<file path="src/rtl/rv32i_fetch_unit_if.sv">
// rv32i_fetch_unit_if: bundles the fetch stage's control inputs, the
// instruction-memory port and the IF/ID pipeline register outputs.
// The master modport is the fetch unit; the slave modport is its environment
// (hazard unit, execute stage, instruction memory, decoder).
interface rv32i_fetch_unit_if;
    logic        stall;
    logic        halt;
    logic        redirect_valid;
    logic [31:0] redirect_pc;
    logic [31:0] imem_addr;
    logic [31:0] imem_instr;
    logic        if_id_valid;
    logic [31:0] if_id_pc;
    logic [31:0] if_id_pc_plus4;
    logic [31:0] if_id_instr;
    logic [1:0]  fetch_state;
    logic        fetch_misalign;

    modport master (
        input  stall,
        input  halt,
        input  redirect_valid,
        input  redirect_pc,
        input  imem_instr,
        output imem_addr,
        output if_id_valid,
        output if_id_pc,
        output if_id_pc_plus4,
        output if_id_instr,
        output fetch_state,
        output fetch_misalign
    );

    modport slave (
        output stall,
        output halt,
        output redirect_valid,
        output redirect_pc,
        output imem_instr,
        input  imem_addr,
        input  if_id_valid,
        input  if_id_pc,
        input  if_id_pc_plus4,
        input  if_id_instr,
        input  fetch_state,
        input  fetch_misalign
    );
endinterface

</file>
<file path="src/rtl/rv32i_fetch_unit.sv">
// rv32i_fetch_unit: instruction-fetch stage. Holds the PC, drives it to the
// combinational instruction memory and registers the returned word into IF/ID.
// Event priority: redirect > halt > stall > normal fetch.
// Optional feature macro: RV32I_FETCH_MISALIGN_EN -- when defined, a redirect to
// a non-word-aligned target is kept as-is, flushes IF/ID, enters HALT and sets a
// sticky fetch_misalign flag; when undefined the target is forced word-aligned.
module rv32i_fetch_unit #(
    parameter logic [31:0] RESET_PC  = 32'h0000_0000,
    parameter logic [31:0] NOP_INSTR = 32'h0000_0013
) (
    input logic                clk,
    input logic                rst,
    rv32i_fetch_unit_if.master bus
);

    localparam logic [1:0] StBoot = 2'd0;
    localparam logic [1:0] StRun  = 2'd1;
    localparam logic [1:0] StHalt = 2'd2;
    localparam logic [1:0] StIll  = 2'd3;

    logic [1:0]  state_q, state_d;
    logic [31:0] pc_q, pc_d;
    logic        valid_q, valid_d;
    logic [31:0] id_pc_q, id_pc_d;
    logic [31:0] id_pc4_q, id_pc4_d;
    logic [31:0] instr_q, instr_d;
    logic        misalign_q, misalign_d;

    logic [31:0] pc_plus4;
    logic [31:0] redir_tgt;
    logic        redir_mis;

    assign pc_plus4 = pc_q + 32'd4;

`ifdef RV32I_FETCH_MISALIGN_EN
    assign redir_tgt = bus.redirect_pc;
    assign redir_mis = (bus.redirect_pc[1:0] != 2'b00);
`else
    // Masking (rather than slicing) keeps every redirect bit referenced.
    assign redir_tgt = bus.redirect_pc & 32'hFFFF_FFFC;
    assign redir_mis = 1'b0;
`endif

    // Next-state logic for the FSM, PC and IF/ID register.
    always_comb begin
        state_d    = state_q;
        pc_d       = pc_q;
        valid_d    = valid_q;
        id_pc_d    = id_pc_q;
        id_pc4_d   = id_pc4_q;
        instr_d    = instr_q;
        misalign_d = misalign_q;

        if (state_q == StIll) begin
            state_d = StRun;
        end else if (bus.redirect_valid) begin
            // Redirect is accepted in every legal state and always flushes IF/ID.
            pc_d       = redir_tgt;
            valid_d    = 1'b0;
            instr_d    = NOP_INSTR;
            misalign_d = redir_mis;
            state_d    = redir_mis ? StHalt : StRun;
        end else begin
            case (state_q)
                StBoot: state_d = StRun;
                StRun: begin
                    if (bus.halt) begin
                        valid_d = 1'b0;
                        instr_d = NOP_INSTR;
                        state_d = StHalt;
                    end else if (!bus.stall) begin
                        valid_d  = 1'b1;
                        id_pc_d  = pc_q;
                        id_pc4_d = pc_plus4;
                        instr_d  = bus.imem_instr;
                        pc_d     = pc_plus4;
                    end
                end
                default: ; // HALT holds everything and ignores stall
            endcase
        end
    end

    // State registers, cleared asynchronously by rst.
    always_ff @(posedge clk or posedge rst) begin
        if (rst) begin
            state_q    <= StBoot;
            pc_q       <= RESET_PC;
            valid_q    <= 1'b0;
            id_pc_q    <= 32'd0;
            id_pc4_q   <= 32'd0;
            instr_q    <= NOP_INSTR;
            misalign_q <= 1'b0;
        end else begin
            state_q    <= state_d;
            pc_q       <= pc_d;
            valid_q    <= valid_d;
            id_pc_q    <= id_pc_d;
            id_pc4_q   <= id_pc4_d;
            instr_q    <= instr_d;
            misalign_q <= misalign_d;
        end
    end

    assign bus.imem_addr      = pc_q;
    assign bus.if_id_valid    = valid_q;
    assign bus.if_id_pc       = id_pc_q;
    assign bus.if_id_pc_plus4 = id_pc4_q;
    assign bus.if_id_instr    = instr_q;
    assign bus.fetch_state    = state_q;
    assign bus.fetch_misalign = misalign_q;

endmodule

</file>
<file path="src/flat_wrapper.sv">
// flat-port wrapper written by rule: the top's interface ports become plain ports
module rv32i_fetch_unit_flat 
#(
    parameter logic [31:0] RESET_PC  = 32'h0000_0000,
    parameter logic [31:0] NOP_INSTR = 32'h0000_0013
)
  (clk, rst, bus_stall, bus_halt, bus_redirect_valid, bus_redirect_pc, bus_imem_instr, bus_imem_addr, bus_if_id_valid, bus_if_id_pc, bus_if_id_pc_plus4, bus_if_id_instr, bus_fetch_state, bus_fetch_misalign);
  rv32i_fetch_unit_if bus_i ();
  input logic clk;
  input logic rst;
  input wire logic [$bits(bus_i.stall)-1:0] bus_stall;
  input wire logic [$bits(bus_i.halt)-1:0] bus_halt;
  input wire logic [$bits(bus_i.redirect_valid)-1:0] bus_redirect_valid;
  input wire logic [$bits(bus_i.redirect_pc)-1:0] bus_redirect_pc;
  input wire logic [$bits(bus_i.imem_instr)-1:0] bus_imem_instr;
  output wire logic [$bits(bus_i.imem_addr)-1:0] bus_imem_addr;
  output wire logic [$bits(bus_i.if_id_valid)-1:0] bus_if_id_valid;
  output wire logic [$bits(bus_i.if_id_pc)-1:0] bus_if_id_pc;
  output wire logic [$bits(bus_i.if_id_pc_plus4)-1:0] bus_if_id_pc_plus4;
  output wire logic [$bits(bus_i.if_id_instr)-1:0] bus_if_id_instr;
  output wire logic [$bits(bus_i.fetch_state)-1:0] bus_fetch_state;
  output wire logic [$bits(bus_i.fetch_misalign)-1:0] bus_fetch_misalign;
  assign bus_i.stall = bus_stall;
  assign bus_i.halt = bus_halt;
  assign bus_i.redirect_valid = bus_redirect_valid;
  assign bus_i.redirect_pc = bus_redirect_pc;
  assign bus_i.imem_instr = bus_imem_instr;
  assign bus_imem_addr = bus_i.imem_addr;
  assign bus_if_id_valid = bus_i.if_id_valid;
  assign bus_if_id_pc = bus_i.if_id_pc;
  assign bus_if_id_pc_plus4 = bus_i.if_id_pc_plus4;
  assign bus_if_id_instr = bus_i.if_id_instr;
  assign bus_fetch_state = bus_i.fetch_state;
  assign bus_fetch_misalign = bus_i.fetch_misalign;
  rv32i_fetch_unit #(.RESET_PC(RESET_PC), .NOP_INSTR(NOP_INSTR)) u_core (.clk(clk), .rst(rst), .bus(bus_i));
endmodule
</file>
<file path="config.mk">
export PLATFORM = sky130hd
export DESIGN_NAME = rv32i_fetch_unit_flat
export DESIGN_NICKNAME = d
export VERILOG_FILES = /design/src/rtl/rv32i_fetch_unit_if.sv /design/src/rtl/rv32i_fetch_unit.sv /design/src/flat_wrapper.sv
export SDC_FILE = /design/constraint.sdc
export NUM_CORES = 1
export LEC_CHECK = 0
export CELL_PAD_IN_SITES_DETAIL_PLACEMENT = 0
export CELL_PAD_IN_SITES_GLOBAL_PLACEMENT = 1
export CORE_MARGIN = 2
export CORE_UTILIZATION = 34
export CTS_CLUSTER_DIAMETER = 50
export CTS_CLUSTER_SIZE = 16
export DETAILED_ROUTE_END_ITERATION = 16
export PLACE_DENSITY_LB_ADDON = 0.1
export SLEW_MARGIN = 20
export SYNTH_ARGS = -nofsm -noshare
export SYNTH_HDL_FRONTEND = slang
export SYNTH_SLANG_ARGS = --single-unit
export TNS_END_PERCENT = 5
</file>
<file path="constraint.sdc">
create_clock -name clk -period 4.6 [get_ports clk]
set_clock_uncertainty 0.05 [all_clocks]
set_input_delay 0.46 -clock clk [delete_from_list [all_inputs] [get_ports clk]]
set_output_delay 0.46 -clock clk [all_outputs]
set_load 0.05 [all_outputs]
</file>
### Word level (Yosys, flattened, before mapping)

Cells that the tools add are included.

* register bits after elaboration: 131
* output and inout port bits: 132

* add/sub/neg operators: 1
* equal/unequal tests: 6
* muxes and demuxes: 16
* bitwise gates (word level): 4
* reduce and logical (&&, ||, !) cells: 7

Operators with widths (count)
* 32-bit two-way mux: 8
* 32-bit by 3-bit adder with 32-bit output, second input constant: 1
* 2-bit two-way mux: 3
* 5-bit AND reduction: 1
* 1-bit two-way mux: 4
* 2-bit by 1-bit != test with 1-bit output, second input constant: 2
* 4-bit by 3-bit != test with 1-bit output, second input constant: 1
* 1-bit NOT: 4
* 2-bit one-hot mux with 2 select lines: 1
* 4-bit AND reduction: 1
* 4-bit nonzero test: 1
* 3-bit by 1-bit != test with 1-bit output, second input constant: 1
* 3-bit AND reduction: 1
* 2-bit by 1-bit == test with 1-bit output, second input constant: 1
* 2-bit == test, second input constant: 1
* 2-bit zero test: 1
* 2-bit AND reduction: 1
* 2-bit nonzero test: 1

### Longest topological paths before layout

Gate-level depths: netlist of run 1.

* depth in word-level cells: 5
* gate-level depth with buffers: 8
* mapped depth without buffers: 5

### Worst setup path after synthesis of run 1

Ideal clock, no wire load.

* kind: reg2reg
* start: reg u_core.state_q[0] (netlist: u_core.bus.fetch_state[0])
* end: reg u_core.pc_q[31] (netlist: u_core.bus.imem_addr[31])
* library setup time: 104 ps
* arrival: 2266 ps
* required time: 4446 ps
* setup slack: 2180 ps
* cell stages (with the launch flop): 7
* cells stage by stage: dfrtp_1 -> buf_4 -> or3b_1 -> clkbuf_1 -> or4_1 -> or4_1 -> o311ai_1

* cells in the longest elaborated chain, start to end: 3

Ends and longest elaborated chain
* from (decl): line rv32i_fetch_unit.sv:21 `logic [1:0] state_q, state_d;`
* from (signal assigned): line rv32i_fetch_unit.sv:87 `state_q <= StBoot;`
* from (signal assigned): line rv32i_fetch_unit.sv:95 `state_q <= state_d;`
* 2-bit by 1-bit == test with 1-bit output or 2-bit == test (tied branches): line rv32i_fetch_unit.sv:64, rv32i_fetch_unit.sv:54
* 2-bit nonzero test (no source line) or 1-bit NOT (tied branches)
* 4-bit AND reduction (no source line) *
* to (signal assigned): line rv32i_fetch_unit.sv:96 `pc_q <= pc_d;`
* to (decl): line rv32i_fetch_unit.sv:22 `logic [31:0] pc_q, pc_d;`

Mark *: on every way between the ends. The rest lies on a longest branch, timed or not.
A chain may end at the register's enable or synchronous reset.

### Final worst setup path of run 1

* start: reg u_core.pc_q[4] (netlist: u_core.bus.imem_addr[4])
* end: reg u_core.pc_q[29] (netlist: u_core.bus.imem_addr[29])

* cells in the longest elaborated chain, start to end: 5

Ends and longest elaborated chain
* 32-bit by 3-bit adder with 32-bit output: line rv32i_fetch_unit.sv:33 `assign pc_plus4 = pc_q + 32'd4;`
* 32-bit two-way mux: line rv32i_fetch_unit.sv:71 `end else if (!bus.stall) begin`
* 32-bit two-way mux: line rv32i_fetch_unit.sv:67 `if (bus.halt) begin`
* 32-bit two-way mux: line rv32i_fetch_unit.sv:64 `case (state_q)`
* 32-bit two-way mux: line rv32i_fetch_unit.sv:56 `end else if (bus.redirect_valid) begin`

Every way passes these cells. The select of a mux whose other input is x is not followed.

==> results of run 1 <==
[kinds of logic (layout without fill, tap and decap cells)]
group	after synthesis	in the layout	share of synthesized area (%)
adders and majority gates	1	1	0.218
AOI/OAI and AO/OA	147	147	18.0
DFF	125	125	54.5
muxes	2	2	0.348
xor gates and xnor gates	10	10	1.52
and+or+nand+nor	246	246	20.7
other	1	7	0.0652
buffers and inverters	63	243	4.74
[tightest hold or removal path, stage by stage, from the launching register on]
cell     delay, ns
dfrtp_1       0.34
nand2_1       0.05
nand2_1       0.05
[metal layers]
| layer | up-vias | track usage, % | wire length, um |
|---|---|---|---|
| met3 | 18 | 4.72 | 1050 |
| met5 | - | 0 | 0 |
| li1 | 2492 | - | - |
| met2 | 154 | 33.2 | 8600 |
| met1 | 2577 | 26.9 | 8000 |
| met4 | 0 | 7.89 | 244 |
[state kept, by name, summed over array words and instances, names as in the netlist]
name                       flops
u_core.bus.if_id_instr        32
u_core.bus.fetch_state         2
u_core.bus.if_id_valid         1
u_core.bus.imem_addr          30
u_core.bus.if_id_pc           30
u_core.bus.if_id_pc_plus4     30
[synth_stat cells (4+ instances only)]
library cell  number
and3_1            12
and4_1             4
nor3_1             7
or4_1             16
nand4_1           13
buf_4              8
a21oi_1           17
o211ai_1          29
o21ai_0           34
a22o_1            29
nand3_1           31
a31oi_1            4
clkbuf_1          40
a22oi_1            7
buf_2              5
o22a_1             4
o2bb2ai_1          4
xnor2_1            8
inv_1             10
nor4_1             5
nor2_1            22
dfrtp_1          122
nand2_1          121
[power groups by stage]
stage | sequential [W] | combinational (W) | clock (W)
after global placement | 0.00154 | 0.00170 | 0
after floorplan | 0.00225 | 0.000373 | 0
after global routing | 0.00157 | 0.00180 | 0.00154
after detailed placement | 0.00155 | 0.00171 | 0
final | 0.00153 | 0.00170 | 0.00147
after CTS | 0.00153 | 0.00172 | 0.00149
[how the worst max path moves through the flow]
| stage | endpoint | slack [ns] | start |
|---|---|---|---|
| final | u_core.bus.imem_addr[29]$_DFFE_PP0P_ | 1.75 | u_core.bus.imem_addr[4]$_DFFE_PP0P_ |
| after global placement | u_core.bus.if_id_pc_plus4[26]$_DFFE_PP0P_ | 1.63 | bus_halt |
| after CTS | u_core.bus.imem_addr[29]$_DFFE_PP0P_ | 1.74 | u_core.bus.imem_addr[4]$_DFFE_PP0P_ |
| after floorplan | u_core.bus.fetch_state[0]$_DFFE_PP0P_ | 0.77 | rst |
| after detailed placement | u_core.bus.if_id_pc_plus4[21]$_DFFE_PP0P_ | 1.59 | bus_halt |
| after global routing | u_core.bus.imem_addr[29]$_DFFE_PP0P_ | 1.47 | u_core.bus.imem_addr[4]$_DFFE_PP0P_ |
[cell type report]
cell class,count,area (sq um)
inverters,10,42.5
multi-input cells,413,2380
repair buffers,202,1990
flip-flops and latches,125,3130
clock buffers,21,450
clock inverters,10,189
well taps,220,275
fillers,1562,8120
[through the flow]
| step | instances | hold WS, ns |
|---|---|---|
| CTS | 1001 | 0.428 |
| global route | 1001 | 0.450 |
| detailed placement | 970 | 0.413 |
| floorplan | 601 | 0.526 |
| global placement | 970 | 0.409 |
| finish | 1001 | 0.422 |
==> results.ini, run 1 <==
[synthesis]
synth-main-ff-cell=dfrtp_1
syn-instance-count=595
ys_seq_area_share_pct=54.5
async_reset_ff_share_pct=100
synth_area_leader_cell=dfrtp_1
post_synth.cell_area_avg_sq_um=9.66
synth.distinct_cells=51
yosys_warnings=0
synth_edf_count=0
synth_top_area_share_pct=53.1
yosys-top-cells-area=dfrtp_1, nand2_1, a22o_1
synth-seq-cells=125
syn_area_sq_mm=0.00575

[placed_design]
place_area_sq_mm=0.00782
hpwl_mm=12.4
place_congestion=0.802
pre_cts_ws_ns=1.59
numPortBuffers=191

[sta]
finalMaxSlewViolations=0
setup_viol=0
fin_crit_sh_pct=61.9
setup_ws_ns=1.75
relSlewSlack_pct=30.4
min_period_ns=2.85
hold_violations=0
fmax_mhz=351
rsz0062_at_grt=no
tightest_slew_ns=1.04
setup_tns_ns=0

[grt]
grt_pass1_vias=5255
grt.total_usage_pct=20.5
grt_antenna_before_repair=0
overflow=0
grt_pass1_wl_mm=28.6
grt_max_degree=82

[clocking]
cts_buffer_depth=2
post_cts_buffers=0
hold_buffers=0
htreeDepth=4
clkLatencyLatePin_ns=0.42
clk_pin_slew_ns=0.06
cts_root_buf=clkbuf_16
cts_tree=built
post_cts_resized=0
cts_buffers=17
clock_sinks=125

[final_layout]
drive_gt1_share_pct=6.27
antennaDiodeCount=0
layout_common_cells=clkdlybuf4s50_1, dfrtp_1, nand2_1
final_common_cell=clkdlybuf4s50_1
fin_area_sq_mm=0.00846
area_growth_pct=47.1
post-route-util_pct=51.0
nNetsFinal=839

[min_path]
min_to=u_core.bus.if_id_pc[11]$_DFFE_PP0P_
hold-path-cell-count=2
hold_start=u_core.bus.if_id_pc[11]$_DFFE_PP0P_
worstHoldPathType=flop to flop

[power]
p_seq_share_pct=32.6
p_switching_w=0.00184
pwr_density_cell_mw_per_mm2=555
power.static_leakage_nw=3.56
combPwrFrac_pct=36.2
power_w=0.00470
clock_power_share_pct=31.2
internal_power_w=0.00285
switching_share_pct=39.2
ir_drop_mv=0.261

[drt]
drtIter0Drc=279
via_count=5241
avgRoutedWirePerCell_um=17.9
drc=0
firstDrtPassIters=5
ant_nets=0
routed_wl_mm=17.9
via_per_inst=5.24

[setup_path]
cp_num_buf_inv=0
arrival_ns=3.10
critical_path_depth=4
cp_slowest_cell=nand4_1
crit_path_start_kind=flop
reg2reg_depth=4
path_max_fanout=26
r2r_start=u_core.bus.imem_addr[4]$_DFFE_PP0P_
crit_required_ns=4.85
slowest_delay_ns=0.84
critical_path_class=flop to flop
cp-end-kind=flop
r2r_slack_ns=1.75
path_delay_family=simple AND/OR/NAND/NOR gates
r2r_end=u_core.bus.imem_addr[29]$_DFFE_PP0P_
crit_chain=and4_1 > nand4_1 > or4b_1 > o311ai_0

[job]
cap_violations=0

[floorplanning]
dieArea_sq_mm=0.0180
die_w_um=134
pin_count=201
die_y_um=134
rows=47
core_sq_mm=0.0166
start_util_pct=34.7

[outcome]
status=finished, final reports clean

Power figures use the tool's default switching activity.
==> run 2: changes to the inputs <==
--- a/config.mk
+++ b/config.mk
@@ -8,7 +8,7 @@
 export CELL_PAD_IN_SITES_DETAIL_PLACEMENT = 0
 export CELL_PAD_IN_SITES_GLOBAL_PLACEMENT = 1
 export CORE_MARGIN = 2
-export CORE_UTILIZATION = 34
+export CORE_UTILIZATION = 30
 export CTS_CLUSTER_DIAMETER = 50
 export CTS_CLUSTER_SIZE = 16
 export DETAILED_ROUTE_END_ITERATION = 16
==> constraint.sdc (replaced) <==
create_clock -name clk -period 2.3 [get_ports clk]
set_clock_uncertainty 0.05 [all_clocks]
set_input_delay 0.23 -clock clk [delete_from_list [all_inputs] [get_ports clk]]
set_output_delay 0.23 -clock clk [all_outputs]
set_load 0.05 [all_outputs]
==> run 2 against run 1 <==
Effect of this change: register-to-register slack got worse by 1.6 ns; sequential power increased by 96%; count of clock-buffer cells in the layout increased by 1; critical endpoint is now bus_imem_addr[27]; largest power group unchanged; highest routed layer unchanged.
==> results.ini, run 2 (synthesized netlist as in run 1, its figures left out) <==
[setup_path]
r2r_slack_ns=0.19  ; was 1.75 ns
cp-end-kind=output port  ; was flop
critical_path_class=flop to output port  ; was flop to flop
cp_num_buf_inv=1  ; was 0
path_delay_family=buffers and inverters  ; was simple AND/OR/NAND/NOR gates
crit_path_start_kind=flop  ; unchanged
crit_chain=clkdlybuf4s50_1  ; was and4_1 > nand4_1 > or4b_1 > o311ai_0
slowest_delay_ns=0.90  ; was 0.84 ns
arrival_ns=1.83  ; was 3.10 ns
path_max_fanout=10  ; was 26
crit_required_ns=2.02  ; was 4.85 ns
cp_slowest_cell=clkdlybuf4s50_1  ; was nand4_1

[clocking]
clkLatencyLatePin_ns=0.42  ; about the same
post_cts_buffers=0  ; unchanged
cts_root_buf=clkbuf_16  ; unchanged
hold_buffers=0  ; unchanged
clk_pin_slew_ns=0.05  ; was 0.06 ns
post_cts_resized=0  ; unchanged
cts_buffers=17  ; unchanged
cts_buffer_depth=2  ; unchanged
htreeDepth=4  ; unchanged
cts_tree=built  ; unchanged
clock_sinks=125  ; unchanged

[final_layout]
post-route-util_pct=46.7  ; was 51.0%
final_common_cell=clkdlybuf4s50_1  ; unchanged
nNetsFinal=869  ; was 839
drive_gt1_share_pct=10.1  ; was 6.27%
layout_common_cells=clkdlybuf4s50_1, dfrtp_1, nand2_1  ; unchanged
seqCellArea_sq_mm=0.00313  ; unchanged
nFillCells=1775  ; was 1562
antennaDiodeCount=0  ; unchanged
multiInputGateArea_sq_mm=0.00238  ; unchanged
area_growth_pct=52.5  ; was 47.1%
final_cells=1046  ; was 1001
largest_reg_flops=32  ; unchanged

[drt]
firstDrtPassIters=5  ; unchanged
ant_nets=0  ; unchanged
via_count=5404  ; was 5241
via_per_inst=5.17  ; was 5.24
routed_wl_mm=19.3  ; was 17.9 mm
drtIter0Drc=273  ; was 279
drc=0  ; unchanged
avgRoutedWirePerCell_um=18.5  ; was 17.9 um

[floorplanning]
rows=50  ; was 47
core_sq_mm=0.0188  ; was 0.0166 sq mm
dieArea_sq_mm=0.0203  ; was 0.0180 sq mm
pin_count=201  ; unchanged
die_w_um=142  ; was 134 um
start_util_pct=30.6  ; was 34.7%
die_y_um=142  ; was 134 um

[grt]
grt_pass1_wl_mm=30.5  ; was 28.6 mm
grt_antenna_before_repair=0  ; unchanged
grt_pass1_vias=5501  ; was 5255
overflow=0  ; unchanged
grt_max_degree=126  ; was 82
grt.total_usage_pct=19.6  ; was 20.5%

[sta]
hold_violations=0  ; unchanged
fin_crit_sh_pct=91.8
rsz0062_at_grt=no  ; unchanged
fmax_mhz=474
min_period_ns=2.11
finalMaxSlewViolations=0  ; unchanged
setup_viol=0  ; unchanged
tightest_slew_ns=0.687  ; was 1.04 ns
relSlewSlack_pct=54.2  ; was 30.4%

[placed_design]
numPortBuffers=191  ; unchanged
place_congestion=0.808  ; was 0.802
hpwl_mm=13.2  ; was 12.4 mm
place_inst=1014  ; was 970

[power]
power.static_leakage_nw=3.74  ; was 3.56 nW
ir_drop_mv=0.543  ; was 0.261 mV
pwr_density_cell_mw_per_mm2=1090  ; was 555 mW/mm^2

[outcome]
status=finished, final reports clean  ; unchanged

[min_path]
worstHoldPathType=input port to flop  ; was flop to flop

[job]
cap_violations=0  ; unchanged

## run 2: cell types whose count changed in the layout (fill, tap and decap cells not counted)
cell	delta
bufinv_16	-1
clkinv_4	+1
buf_12	+5
clkbuf_1	-2
clkbuf_8	+3
inv_6	-1
clkinvlp_4	-2
clkinv_2	+3
buf_4	+25
## run 2: area by class of cell
type	instances	share of cell area (%)
multi-input combinational	413	27.2
clock buffer	22	5.52
tap	234	3.34
clock inverter	10	1.83
sequential	125	35.7
timing repair buffer	232	26.0
inverter	10	0.471
## run 2: final timing paths
kind                                                          start                                         to  cells after the start
min                                              bus_redirect_valid        u_core.bus.imem_addr[5]$_DFFE_PP0P_                      3
min reg2reg                u_core.bus.if_id_pc_plus4[3]$_DFFE_PP0P_   u_core.bus.if_id_pc_plus4[3]$_DFFE_PP0P_                      2
max                            u_core.bus.imem_addr[27]$_DFFE_PP0P_                          bus_imem_addr[27]                      1
max reg2reg                     u_core.bus.imem_addr[2]$_DFFE_PP0P_  u_core.bus.if_id_pc_plus4[26]$_DFFE_PP0P_                      6
min in group asynchronous                                       rst         u_core.bus.if_id_pc[5]$_DFFE_PP0P_                      3
max in group asynchronous                                       rst        u_core.bus.if_id_pc[30]$_DFFE_PP0P_                      3
## run 2: metal layers
| metal | wire (um) | GRT usage, % | vias to the layer above | share of wire (%) |
|---|---|---|---|---|
| li1 | - | - | 2551 | - |
| met5 | 0 | 0 | - | 0 |
| met1 | 8410 | 24.6 | 2646 | 44 |
| met3 | 1070 | 5.05 | 37 | 5.5 |
| met4 | 379 | 6.93 | 0 | 2.0 |
| met2 | 9460 | 32.6 | 170 | 49 |
## run 2: per-stage QoR
step | hold WS (ns) | instance area [sq um] | power (W) | setup TNS (ns) | setup WS [ns]
2_1_floorplan | 0.296 | 5780 | 0.00524 | -0.536 | -0.120
3_3_place_gp | 0.408 | 8130 | 0.00662 | 0 | 0.0419
3_5_place_dp | 0.412 | 8130 | 0.00665 | 0 | 0.0383
4_1_cts | 0.192 | 8770 | 0.00962 | 0 | 0.176
5_1_grt | 0.228 | 8770 | 0.00996 | 0 | 0.00926
6_report | 0.201 | 8770 | 0.00952 | 0 | 0.188
## run 2: report_power, final
| part | internal [W] | total [W] | switching [W] | leakage, nW |
|---|---|---|---|---|
| combinational | 0.00122 | 0.00359 | 0.00237 | 1.87 |
| clock | 0.00193 | 0.00293 | 0.000998 | 0.316 |
| sequential | 0.00263 | 0.00300 | 0.000370 | 1.55 |
